**src/rtl/base_packer.sv**
```systemverilog
// Packs an ASCII nucleotide stream (2 bits per base, 8 bases MSB-first) into 16-bit FIFO words.
// Optional statistics counters are enabled with `define BASE_PACKER_STATS_EN.
module base_packer #(
  parameter logic [1:0] INVALID_CODE = 2'b00
) (
  input  logic        clk,
  input  logic        rst,
  input  logic        in_valid,
  input  logic [7:0]  in_char,
  input  logic        in_last,
  output logic        in_ready,
  input  logic        buf_full,
  output logic        wr_en,
  output logic [15:0] buf_in,
  output logic        word_last,
  output logic [3:0]  valid_bases,
  output logic        bad_char
`ifdef BASE_PACKER_STATS_EN
  ,
  output logic [31:0] words_out,
  output logic [15:0] bad_count
`endif
);

  typedef enum logic [1:0] {IDLE, FILL, STALL} state_t;

  state_t      state_q, state_n, mode;
  logic [15:0] shift_reg, pend_word, word_n;
  logic [2:0]  base_cnt;
  logic [3:0]  pend_cnt;
  logic        pend, pend_last;
  logic        accept, complete, char_bad;
  logic [1:0]  code;

  // {bad, code}: case-insensitive ACGT map, anything else is flagged
  function automatic logic [2:0] encode(input logic [7:0] c);
    case (c)
      8'h41, 8'h61: encode = 3'b000;
      8'h43, 8'h63: encode = 3'b001;
      8'h47, 8'h67: encode = 3'b010;
      8'h54, 8'h74: encode = 3'b011;
      default:      encode = {1'b1, INVALID_CODE};
    endcase
  endfunction

  function automatic logic [15:0] sat_inc16(input logic [15:0] v);
    sat_inc16 = (v == 16'hFFFF) ? v : v + 16'd1;
  endfunction

  // STALL is the live view of a blocked pending word; the register only holds IDLE/FILL
  always_comb begin
    state_n  = state_q;
    mode     = state_q;
    {char_bad, code} = encode(in_char);
    if (pend && buf_full) mode = STALL;
    in_ready = (mode != STALL);
    accept   = in_valid && in_ready;
    complete = accept && ((base_cnt == 3'd7) || in_last);
    word_n   = shift_reg | ({code, 14'b0} >> {base_cnt, 1'b0});
    if (accept) state_n = complete ? IDLE : FILL;
  end

  assign wr_en       = pend && !buf_full;
  assign buf_in      = pend ? pend_word : 16'h0000;
  assign word_last   = pend ? pend_last : 1'b0;
  assign valid_bases = pend ? pend_cnt  : 4'd0;

  always_ff @(posedge clk) begin
    if (!rst) begin
      state_q   <= IDLE;
      pend      <= 1'b0;
      pend_word <= 16'h0000;
      pend_cnt  <= 4'd0;
      pend_last <= 1'b0;
      base_cnt  <= 3'd0;
      shift_reg <= 16'h0000;
      bad_char  <= 1'b0;
    end else begin
      state_q  <= state_n;
      bad_char <= accept && char_bad;
      // a completing word may reload the pending slot in the same cycle it drains
      if (wr_en && !complete) pend <= 1'b0;
      if (accept) begin
        if (complete) begin
          pend      <= 1'b1;
          pend_word <= word_n;
          pend_cnt  <= {1'b0, base_cnt} + 4'd1;
          pend_last <= in_last;
          base_cnt  <= 3'd0;
          shift_reg <= 16'h0000;
        end else begin
          shift_reg <= word_n;
          base_cnt  <= base_cnt + 3'd1;
        end
      end
    end
  end

`ifdef BASE_PACKER_STATS_EN
  always_ff @(posedge clk) begin
    if (!rst) begin
      words_out <= 32'd0;
      bad_count <= 16'd0;
    end else begin
      if (wr_en)    words_out <= words_out + 32'd1;
      if (bad_char) bad_count <= sat_inc16(bad_count);
    end
  end
`endif

endmodule

```
**config.mk**
```make
export PLATFORM = sky130hd
export DESIGN_NAME = base_packer
export DESIGN_NICKNAME = d
export VERILOG_FILES = /design/src/rtl/base_packer.sv
export SDC_FILE = /design/constraint.sdc
export NUM_CORES = 1
export LEC_CHECK = 0
export CAP_MARGIN = 20
export CORE_MARGIN = 2
export CORE_UTILIZATION = 45
export CTS_BUF_LIST = sky130_fd_sc_hd__clkbuf_4 sky130_fd_sc_hd__clkbuf_8
export DETAILED_ROUTE_END_ITERATION = 12
export PLACE_DENSITY = 0.75
export SLEW_MARGIN = 20
export SYNTH_ARGS = -nofsm -noshare
export SYNTH_HDL_FRONTEND = slang
export SYNTH_SLANG_ARGS = --single-unit
export TNS_END_PERCENT = 10
```
**constraint.sdc**
```tcl
create_clock -name clk -period 1.9 [get_ports clk]
set_clock_uncertainty 0.15 [all_clocks]
set_input_delay 0.38 -clock clk [delete_from_list [all_inputs] [get_ports clk]]
set_output_delay 0.38 -clock clk [all_outputs]
set_load 0.01 [all_outputs]
```
After elaboration in Yosys (flattened, before gate mapping)
Index checks and enable logic that the tools add are counted.
{"block": "op_classes", "n_addsub": 2, "n_bitwise": 1, "shifts": 1, "n_eq_ne": 10, "reduce_logical": 14, "mux": 11}
{"cell": "$eq A8 B7 Y1 const B", "n": 8}
{"cell": "$mux W16", "n": 2}
{"cell": "$or A16 B16 Y16", "n": 1}
{"cell": "$shr A16 B4 Y16", "n": 1}
{"cell": "$pmux W3 S4", "n": 1}
{"cell": "$reduce_or A2 Y1", "n": 4}
{"cell": "$logic_and A1 B1 Y1", "n": 6}
{"cell": "$mux W1", "n": 5}
{"cell": "$add A3 B1 Y4 const B", "n": 1}
{"cell": "$mux W4", "n": 1}
{"cell": "$add A3 B1 Y3 const B", "n": 1}
{"cell": "$eq A3 B3 Y1 const B", "n": 1}
{"cell": "$mux W3", "n": 1}
{"cell": "$logic_not A1 Y1", "n": 2}
{"cell": "$mux W2", "n": 1}
{"cell": "$ne A2 B2 Y1 const B", "n": 1}
{"cell": "$reduce_and A2 Y1", "n": 1}
{"cell": "$logic_or A1 B1 Y1", "n": 1}
{"block": "totals", "out_inout_bits": 24, "in_bits": 13, "word_cells": 47, "register_bits": 44}

Logic depth before layout (Yosys ltp)
Gate-level depths: netlist of run 1.
{"block": "depth", "ltp_word": 10, "depth_mapped": 7, "ltp_nobuf": 6}

Worst setup path before layout of run 1
OpenSTA, ideal clock, no wires.
{"block": "synth_path", "kind": "reg2reg", "startpoint": "register base_cnt[0]", "endpoint": "register pend_cnt[3]", "t_required_ns": 1.622, "synth_period_minus_slack_ns": 1.705, "setup_ns": 0.128, "path_slack_ns": 0.195, "stages_incl_launch_ff": 7, "t_arrival_ns": 1.427, "path_buffers": 1, "cell_sequence": "dfxtp_1 -> ha_1 -> ha_1 -> nor2_1 -> nand3b_1 -> clkbuf_1 -> o21ai_0"}
{"block": "synth_via", "elab_chain_len": 4, "elab_cells_between_ends": 5, "cone_classes": "add/sub: 1; eq/ne: 1; reduce/logical: 3"}
{"element": "start, declared", "line": "29", "text": "logic [2:0] base_cnt;"}
{"element": "start signal, assigned", "line": "93", "text": "base_cnt <= base_cnt + 3'd1;"}
{"element": "$eq A3 B3 Y1", "line": "58", "text": "complete = accept && ((base_cnt == 3'd7) || in_last);"}
{"element": "$logic_or A1 B1 Y1", "line": "58"}
{"element": "$logic_and A1 B1 Y1", "line": "58"}
{"element": "$reduce_and A2 Y1 (no line)"}
{"element": "end signal, assigned", "line": "87", "text": "pend_cnt <= {1'b0, base_cnt} + 4'd1;"}
{"element": "end, declared", "line": "30", "text": "logic [3:0] pend_cnt;"}
Several ways; a longest one is shown, not always the timed one.
A chain may end at the register's enable or synchronous reset.

Worst setup path after layout of run 1
{"block": "layout_path", "startpoint": "input in_char[6]", "endpoint": "register pend_word[15]"}
{"block": "layout_via", "elab_chain_len": 5, "elab_cells_between_ends": 15, "cone_classes": "eq/ne: 8; shift: 1; mux: 1; bitwise: 1; reduce/logical: 4"}
{"element": "start, declared", "line": "9", "text": "input logic [7:0] in_char,"}
{"element": "$eq A8 B7 Y1", "line": "37", "text": "case (c)"}
{"element": "$reduce_or A2 Y1", "line": "37"}
{"element": "$pmux W3 S4 (*)", "line": "37"}
{"element": "$shr A16 B4 Y16 (*)", "line": "59", "text": "word_n = shift_reg | ({code, 14'b0} >> {base_cnt, 1'b0});"}
{"element": "$or A16 B16 Y16 (*)", "line": "59"}
{"element": "end signal, assigned", "line": "86", "text": "pend_word <= word_n;"}
{"element": "end, declared", "line": "28", "text": "logic [15:0] shift_reg, pend_word, word_n;"}
Mark *: on every way between the ends. The rest lies on a longest branch, timed or not.

==> results.txt, run 1 <==
The flow ran to the end, and the final reports show no timing, DRC or antenna violations. The logs give 0 for the max-slew violation count and 0.00374 mm^2 for the area inside the core boundary. The tools report the number of hold violations in the final report as 0.

STA puts the critical path data arrival time at 1870 ps. The most critical setup path has its startpoint at in_char[6]. The class of the most critical setup path is in -> reg.

The half-perimeter wire length after detailed placement is 2850 um. In this run the most critical hold path is launched from pend_word[8]. Counting distinct cell types in the post-synthesis netlist gives 31.

The pre-antenna-repair detailed-routing pass consisted of 4 iterations. The detail route stage leaves a number of antenna-violating nets equal to 0. Worst hold path class: reg -> reg. Number of buffers added on ports: 35. In the layout the commonest cells are 41 x dfxtp_1, 25 x a21oi_1, 24 x dlygate4sd2_1. The proportion of layout cells with a drive suffix above 1 is 0.158, and the total of cells resized after clock tree synthesis is 26. After detailed routing, the average wire length per cell comes to 13.6 um.

The first global-routing pass estimated 7020 um of wire. For this block, the routed nets add up to 4180 um of wire. Worst voltage drop across the vdd grid: 0.000559 V. The chip width is 67.0 um.

The kind of end point of the critical path is a register. Synthesis produced a netlist with a net count of 218. The remaining global-route overflow was 0. For the die area, the log shows 0.00449 mm^2.

A synthesized cell averages 8.80 um^2. The worst relative slew slack is 0.789, and the final routed DRC violation total is 0. Once placement completed, the tool counted placed cells totaling 300.

The total leakage power is 1.01 nW. The run gives 300 ps as the clock insertion delay at the later pin of the skew report. Along the worst path, the maximum fanout reaches 4. Clock tree synthesis found a total of 42 sinks. The logs give 0 for the initial antenna violation count and 0 for the post-CTS setup buffer count. Counting I/O delays and the setup requirement, the final critical path takes 1800 ps. The number of clock buffers added by TritonCTS is 5.

The run gives 0.339 as the routing usage on met2. After the first detailed-routing iteration, the DRC count stood at 101. The warning count from the yosys run was 0; the number of cells in the finished layout apart from fillers was 308.

The sequential share of the synthesized area was 0.471. Setup violations remaining at the end of the flow were counted as 0. The startpoint identified for the worst register-to-register timing path is base_cnt[1].

The tools report the library cell used as clock root buffer as clkbuf_8. The maximum achievable frequency was 554 MHz. For this design, the CTS-stage hold fixing added 0 buffers. The number of vias per cell was 5.23; the transition at the pin with the smallest max-transition slack was 316 ps. The count of mapped cells out of synthesis came out at 203. Worst hold margin: 298 ps.

Number of maximum-capacitance violations: 0. The tools report the met1 usage in global routing as 0.271. The final clock period utilization by the worst path works out to 0.949. The library cell used most frequently in the layout, excluding fill and tap cells, is dfxtp_1. The starting utilization of the core area was 0.477.

Met3 capacity usage during global routing: 0.0557. The number of global-route vias before repair was 1514. From synthesis to final layout, the design area changed by 37.4%. The final layout contains 274 nets. In this run the power density over the cells is 726 mW/mm^2. The clock tree synthesis step divided the H-tree into 2 levels.

The clock-pin slew of the registers on the worst-case setup and hold paths is 90 ps, and the count of standard-cell rows is 22. Entering global routing, the biggest net connects 26 pins. The tools report the aggregate global-route resource usage as 0.212.

After synthesis the netlist holds a flip-flop and latch count of 42. The data required time of the critical path is 1960 ps, and the routability congestion estimate is 0.778. The number of antenna repair diodes was 0; the mapped cell area was 0.00179 mm^2.

The detailed router placed 1612 vias in this run. The worst setup path is launched from a primary input. The die is 67.0 um tall. 37 I/O pins were placed.

No sink is reached through more buffers than the 2 on the longest clock path. TritonCTS built the clock tree. The most congested layer reported by global routing is met2.

The power after layout was 1.78 mW. The end-of-flow core utilization was 0.656. After routing, the total negative slack on setup checks comes to 0 ps.
critical path, stage by stage:
cell	delay (ps)
clkdlybuf4s50_1	490
or4b_4	490
a211o_1	300
o31ai_1	200
Yosys cell counts, drive strengths merged:
cell | n | area [um^2]
dfxtp | 42 | 841
a21oi | 26 | 134
nor2 | 23 | 86.3
and2 | 21 | 131
o21ai | 18 | 90.1
nand2 | 17 | 63.8
a22oi | 9 | 67.6
clkbuf | 6 | 22.5
nor2b | 5 | 31.3
a21boi | 4 | 41.3
buf | 4 | 26.3
a31oi | 3 | 18.8
nand2b | 3 | 18.8
nand3 | 3 | 15.0
nand4bb | 3 | 50.1
a211o | 2 | 17.5
a22o | 2 | 17.5
ha | 2 | 25.0
o31ai | 2 | 15.0
a21bo | 1 | 10.0
nand3b | 1 | 7.51
nand4b | 1 | 8.76
nor3 | 1 | 5.00
nor3b | 1 | 12.5
o21a | 1 | 7.51
or4b | 1 | 13.8
xnor2 | 1 | 8.76
path summary, 6_finish.rpt:
check,to,cells after the start,slack [ps]
hold reg to reg,pend_word[8],2,300
setup reg to reg,pend_word[15],4,140
hold / removal,pend_word[8],2,300
setup / recovery,pend_word[15],4,100
kinds of logic (layout without fill, tap and decap cells):
kind of cell | Yosys count | count (layout) | share of synthesized area
adders and majority gates | 2 | 2 | 0.0140
DFF | 42 | 42 | 0.471
xor gates and xnor gates | 1 | 1 | 0.00490
AOI/OAI and AO/OA | 68 | 68 | 0.235
and+or+nand+nor | 80 | 80 | 0.249
buffers and inverters | 10 | 67 | 0.0273
through the flow:
step	worst slack [ps]	instance area, um^2
6_report	96.4	2450
5_1_grt	-6.46	2450
4_1_cts	102	2450
3_5_place_dp	-241	2370
3_3_place_gp	-211	2370
2_1_floorplan	195	1790
metal layers:
layer,wire length [um],share of wire,up-vias
li1,-,-,825
met1,1810,0.43,732
met2,2040,0.49,51
met3,280,0.067,4
met4,51,0.012,0
met5,0,0,-
power by group:
part	switching [mW]	internal, mW	leakage (nW)	total, mW
registers	0.00460	0.889	0.340	0.894
clock network	0.323	0.391	0.0504	0.714
logic	0.0880	0.0876	0.625	0.176
total	0.415	1.37	1.01	1.78
cell type report:
type	instances	area [um^2]
timing repair buffer	59	538
multi-input combinational	151	901
tap	48	60.1
fill	349	1290
clock buffer	5	68.8
sequential	42	842
clock inverter	3	45.0
Note: power is estimated with default switching activity, not from simulation.
==> run 2: changes to the inputs <==
PLACE_DENSITY = 0.77   (was 0.75)
clock period = 1.5 ns   (was 1.9 ns; I/O delays follow)
==> run 2 against run 1 <==
Via count grew 5.0%. Worst hold slack gained 0.97 ps. Largest power group unchanged. Sequential cell count is the same. Count of clock-buffer cells in the layout stayed put. The flow now finishes with violations (setup timing). Non-clock buffer count grew 9. Combinational power is 40% higher. Total power increased by 36%. Sequential share of layout area decreased by 1.9 points. Worst setup slack worse by 350 ps. Final cell count increased by 2.9%.
==> results.txt, run 2 (same netlist as run 1, synthesis figures left out) <==
The run finished, with violations left. The checks that failed: setup timing. The power after layout is 2.43 mW, and the number of iterations in the first detailed-routing pass is 4.

The number of buffers added by the clock tree synthesis step is 5. The clock insertion delay at the later pin of the skew report was 290 ps; the starting DRC count in detailed routing was 70. The worst setup path is captured at a register.

The count of nets left with antenna violations after detail routing was 0; the final clock period utilization by the worst path was 1.17. The area inside the core boundary was 0.00374 mm^2. The H-tree generated during clock tree synthesis spans 2 levels.

In this run the tool buffered the top-level ports with 35 buffer cells. STA puts the critical path data arrival time at 1810 ps. Endpoint of the worst-slack reg-to-reg timing path: pend_word[14]. The kind of start point of the critical path was a register. The final worst setup slack was -255 ps. The minimum clock period is 1750 ps. Flip-flop and latch area: 847 um^2. The clock tree buffer depth was 2; the switching power as a share of total power was 0.211. The run gives 0 as the initial antenna violation count. Tracing the worst setup path back leads to its startpoint at base_cnt[1]. The proportion of layout cells with a drive suffix above 1 came out at 0.338.

The met2 wirelength from detailed routing was 2260 um. For the max-slew violation count, the log shows 0. The class of the most critical setup path was reg -> reg.

The number of cells on the worst reg-to-reg path was 4. For the end-of-flow core utilization, the log shows 0.698. The analysis attributes to cell leakage a power of 1.06 nW. Summing all multi-input logic gate instances after layout gives 971 um^2.

The final layout contains 283 nets. Dividing the detail-routed wire length by the instance count gives 14.1 um. The global-route wire length before repair came out at 7310 um. Of all nets on the critical path, the largest fanout is 4. For the internal power contribution, the log shows 1.92 mW. The total vias in the final route came out at 1693.

For the final count of negative-setup-slack endpoints, the log shows 40. The detailed-route wire length on metal 1 is 1930 um, and the sequential group share of total power is 0.466. The final routed DRC violation total was 0; the aggregate global-route resource usage was 0.215. The area growth from synthesis to layout is 46.1%.

The die span in y came out at 67.0 um. The tightest min-delay check is of the reg -> reg type. In this run the clock root is driven by a clkbuf_8. 0 antenna diodes ended up in the layout. Wire segments on met3 add up to 252 um in the final route. For the number of hold violations in the final report, the log shows 0. The tools report the routability congestion estimate as 0.865.

Dividing total power by cell area gives a power density of 931 mW/mm^2. The startpoint identified for the worst register-to-register timing path is base_cnt[1]. TritonCTS built the clock tree. The logs give -250 ps for the register-to-register setup slack and 0.477 for the starting utilization of the core area. The critical path ends at pend_word[14]. The worst relative slew slack came out at 0.835. After clock tree synthesis, the clock-pin slew on the worst setup and hold paths is 80 ps. The transition at the pin with the smallest max-transition slack is 247 ps, and the die area is 0.00449 mm^2. IR analysis of the VDD net gives a maximum drop of 0.000624 V.

The tools report the remaining global-route overflow as 0. The HPWL after detailed placement is 3030 um. Counting the fill cells in the layout gives 300.

Summed over all nets, the switching power comes to 0.514 mW. For the worst setup path, the data required time is 1560 ps. The detailed router used layers up to and including met4. For the count of standard-cell rows, the log shows 22. The clock network fraction of total power was 0.433. From left edge to right edge, the die measures 67.0 um. The logic gate share of total power was 0.101; the maximum number of pins on one net before global-route repair was 18. Maximum achievable frequency: 570 MHz. The number of global-route vias before repair was 1552. 37 I/O pins were placed. The leading cell type in the layout, fill and taps excluded was dfxtp_1. The number of vias per cell was 5.34; the detailed-route wire length was 4480 um.

Setup repair after global routing could not meet its margin everywhere. Number of hold buffers added after CTS: 0. The top cell types in the final layout, fill and taps aside, are 39 x dfxtp_1, 25 x a21oi_1, 25 x buf_4. The total number of clock tree sinks was 42; the number of maximum-capacitance violations was 0.
-- run 2: changes by cell type in the layout (fill, tap and decap cells not counted), sizes merged --
cell           delta
clkdlybuf4s50     -3
bufinv            +1
buf              +32
dlygate4sd2      -21
clkinvlp          -2
dlymetal6s2s      +1
clkinv            +1
-- run 2: what timing repair did --
item / CTS / global route
gates cloned: 0 / 0
pin swaps: 19 / 9
resized for setup: 131 / 12
setup buffers: 3 / 0
endpoints found under the setup margin: 61 / 63
-- run 2: worst min-delay path by stage --
stage	start	end	slack [ps]	depth (start not counted)
after floorplan	in_char[6]	bad_char	250	1
after global placement	pend_cnt[0]	pend_cnt[0]	280	2
after detailed placement	pend_word[8]	pend_word[8]	290	2
after CTS	pend_word[8]	pend_word[8]	310	2
after global routing	pend_word[8]	pend_word[8]	320	2
final	pend_word[8]	pend_word[8]	300	2
-- run 2: routing by layer --
metal  track usage  vias up
li1              -      839
met1         0.276      799
met2         0.363       49
met3        0.0541        6
met4        0.0459        0
met5             0        -
-- run 2: layout make-up --
type	count	share of cell area
Timing Repair Buffer	68	0.228
Sequential cell	42	0.324
Clock buffer	5	0.0264
Clock inverter	3	0.0264
Multi-Input combinational cell	151	0.372
Tap cell	48	0.0230
-- run 2: worst max-delay path, stage by stage, from the launching register on --
cell,delay (ps)
dfxtp_2,330
buf_6,120
or4b_4,530
a211o_1,340
o31ai_1,190
-- run 2: stage by stage --
step	area, um^2	setup TNS (ps)	worst slack (ps)	hold WS [ps]	std cells
final	2610	-4260	-255	299	317
after global routing	2610	-7610	-315	322	317
after CTS	2570	-4940	-239	307	317
after detailed placement	2410	-22540	-576	285	306
after global placement	2410	-21280	-584	278	306
after floorplan	1820	-263	-41.5	248	203
-- run 2: power groups by stage --
stage	Clock, mW	Sequential (mW)	Combinational, mW
after detailed placement	0	1.17	0.216
final	1.05	1.13	0.246
after CTS	1.07	1.13	0.232
after floorplan	0	1.16	0.106
after global routing	1.12	1.14	0.267
after global placement	0	1.17	0.213
==> run 3: changes to the inputs <==
SKIP_CTS_REPAIR_TIMING = 1   (was not set)
==> run 3 against run 2 <==
The flow still finishes with violations (setup timing). Final cell count unchanged. Largest power group unchanged. Register-to-register slack about the same. Combinational power up 2%. Clock power is essentially flat. Sequential power barely moved. Die area did not move. Count of clock-buffer cells in the layout is the same. Via count increased by 1.1%. Critical endpoint is now pend_word[7]. Sequential share of layout area is 0.68 points higher. Total power is 0.31% higher. Non-clock buffer count did not move.
==> results.txt, run 3 (same netlist as run 1, synthesis figures left out) <==
The run finished, with violations left. The final reports fail on setup timing. The worst relative slew slack came out at 0.808. Once detail routing completed, the nets flagged for antenna violations numbered 0.

The critical hold path startpoint was buf_full. The finished layout holds 317 standard cells, fillers aside. For the worst-skew pair, the clock arrives at the later sink with an insertion delay of 290 ps. Setup violations remaining at the end of the flow were counted as 55. The end-of-flow core utilization was 0.683. STA classifies the critical path endpoint as a register. Dividing the detail-routed via count by the number of cells gives 5.40. The average wire length per cell after detail routing is 14.1 um.

The H-tree generated during clock tree synthesis spans 2 levels. The number of placed instances, taps included, is 306. The logs give 0.208 for the aggregate global-route resource usage and 37 for the number of primary I/O pins. The start point of the critical path is in_char[3]. Summed over all failing endpoints, the final setup total negative slack is -4690 ps. The routed layout has 1712 vias. For the number of buffers added by the clock tree synthesis step, the log shows 5. Measured along the y axis, the die boundary spans 67.0 um. For the number of hold violations in the final report, the log shows 0.

Data arrives at the worst endpoint at 1830 ps. Maximum number of pins on one net before global-route repair: 26. The tools report the final worst setup slack as -268 ps. Origin of the critical flop-to-flop path: base_cnt[1].

The run gives 2 as the clock tree buffer depth. The minimum clock period was 1770 ps. The top cell types in the final layout, fill and taps aside, are 39 x dfxtp_1, 27 x buf_4, 25 x a21oi_1. The design draws 2.44 mW. Global routing finished with a remaining overflow of 0.

The tools report the net total in the final layout as 283. The final layout contains routed wiring with a total length of 4460 um. After detailed routing, the number of remaining DRC violations is 0.

The repair_antennas step left the layout with diodes totalling 0. For the half-perimeter wire length after detailed placement, the log shows 3030 um. For the total number of clock tree sinks, the log shows 42. The clock-pin slew of the registers on the worst-case setup and hold paths works out to 80 ps. The first global-routing pass estimated 7100 um of wire.

The worst setup path is launched from a primary input. The chip width was 67.0 um. Total leakage power: 1.08 nW. For the worst voltage drop across the vdd grid, the log shows 0.000618 V. Final clock period utilization by the worst path: 1.18.

The run gives 4 as the number of iterations in the first detailed-routing pass. The die covers 0.00449 mm^2. The run gives 0 as the number of maximum-capacitance violations.

In this run the tool buffered the top-level ports with 35 buffer cells. At the worst endpoint, the required time is 1560 ps. Starting DRC count in detailed routing: 91. The run gives 0 as the max-slew violation count.

TritonCTS built the clock tree. Setup repair after global routing could not meet its margin everywhere. The run gives 0 as the initial antenna violation count. The worst hold path class is in -> reg. For this design the ratio of total power to cell area is 954 mW/mm^2. Class of the most critical setup path: in -> reg.

The run gives 196 ps as the worst hold margin. Leading cell type in the layout, fill and taps excluded: dfxtp_1. The tools report the library cell used as clock root buffer as clkbuf_8. For the pin with the worst max-slew slack, the measured transition is 287 ps. The number of global-route vias before repair was 1547; the maximum achievable frequency was 565 MHz. Signed area change from the synthesized netlist to the final layout: 43.1%. The largest fanout on the critical path works out to 4. The initialized floorplan defines 22 standard-cell rows.

At the end of routability-driven placement, the weighted congestion stood at 0.865. The area inside the core boundary was 0.00374 mm^2; the starting utilization of the core area was 0.477. The proportion of layout cells with a drive suffix above 1 came out at 0.294.
==> run 3: changes by cell type in the layout (fill, tap and decap cells not counted), moves of 5 or more <==
cell	change
dlymetal6s2s_1	+5
clkbuf_2	+19
buf_6	-14
and2_1	+12
o21ai_0	-5
and2_4	-12
buf_2	-11
==> run 3: final timing paths <==
kind / end / slack (ps) / cells past startpoint
max: pend_word[7] / -270 / 4
min: pend / 200 / 3
max reg2reg: pend_word[7] / -250 / 4
min reg2reg: pend_word[8] / 290 / 2
==> run 3: power breakdown <==
group / internal [mW] / leakage (nW) / switching [mW] / total [mW]
combinational: 0.128 / 0.669 / 0.122 / 0.250
sequential: 1.13 / 0.341 / 0.00857 / 1.13
clock: 0.667 / 0.0683 / 0.388 / 1.05
total: 1.92 / 1.08 / 0.519 / 2.44
==> run 3: worst max-delay path: stages <==
cell             delay, ps
clkdlybuf4s50_1        450
or4b_4                 550
a211o_1                340
o21ai_0                200
==> run 3: layer usage <==
metal	up-vias	global-route usage	share of wire	wire length [um]
li1	842	-	-	-
met1	831	0.262	0.45	2000
met2	33	0.351	0.50	2240
met3	6	0.0557	0.041	183
met4	0	0.0485	0.0076	34
met5	-	0	0	0
==> run 3: layout make-up <==
class	instances	area (um^2)
clock buffer	5	68.8
tap	48	60.1
clock inverter	3	68.8
fill	318	1190
timing repair buffer	68	549
multi-input combinational	151	963
sequential	42	847
==> run 3: stage by stage <==
| step | instance area (um^2) | worst slack [ps] |
|---|---|---|
| floorplan | 1820 | -41.5 |
| global placement | 2410 | -584 |
| detailed placement | 2410 | -576 |
| CTS | 2540 | -550 |
| global route | 2560 | -330 |
| finish | 2560 | -268 |
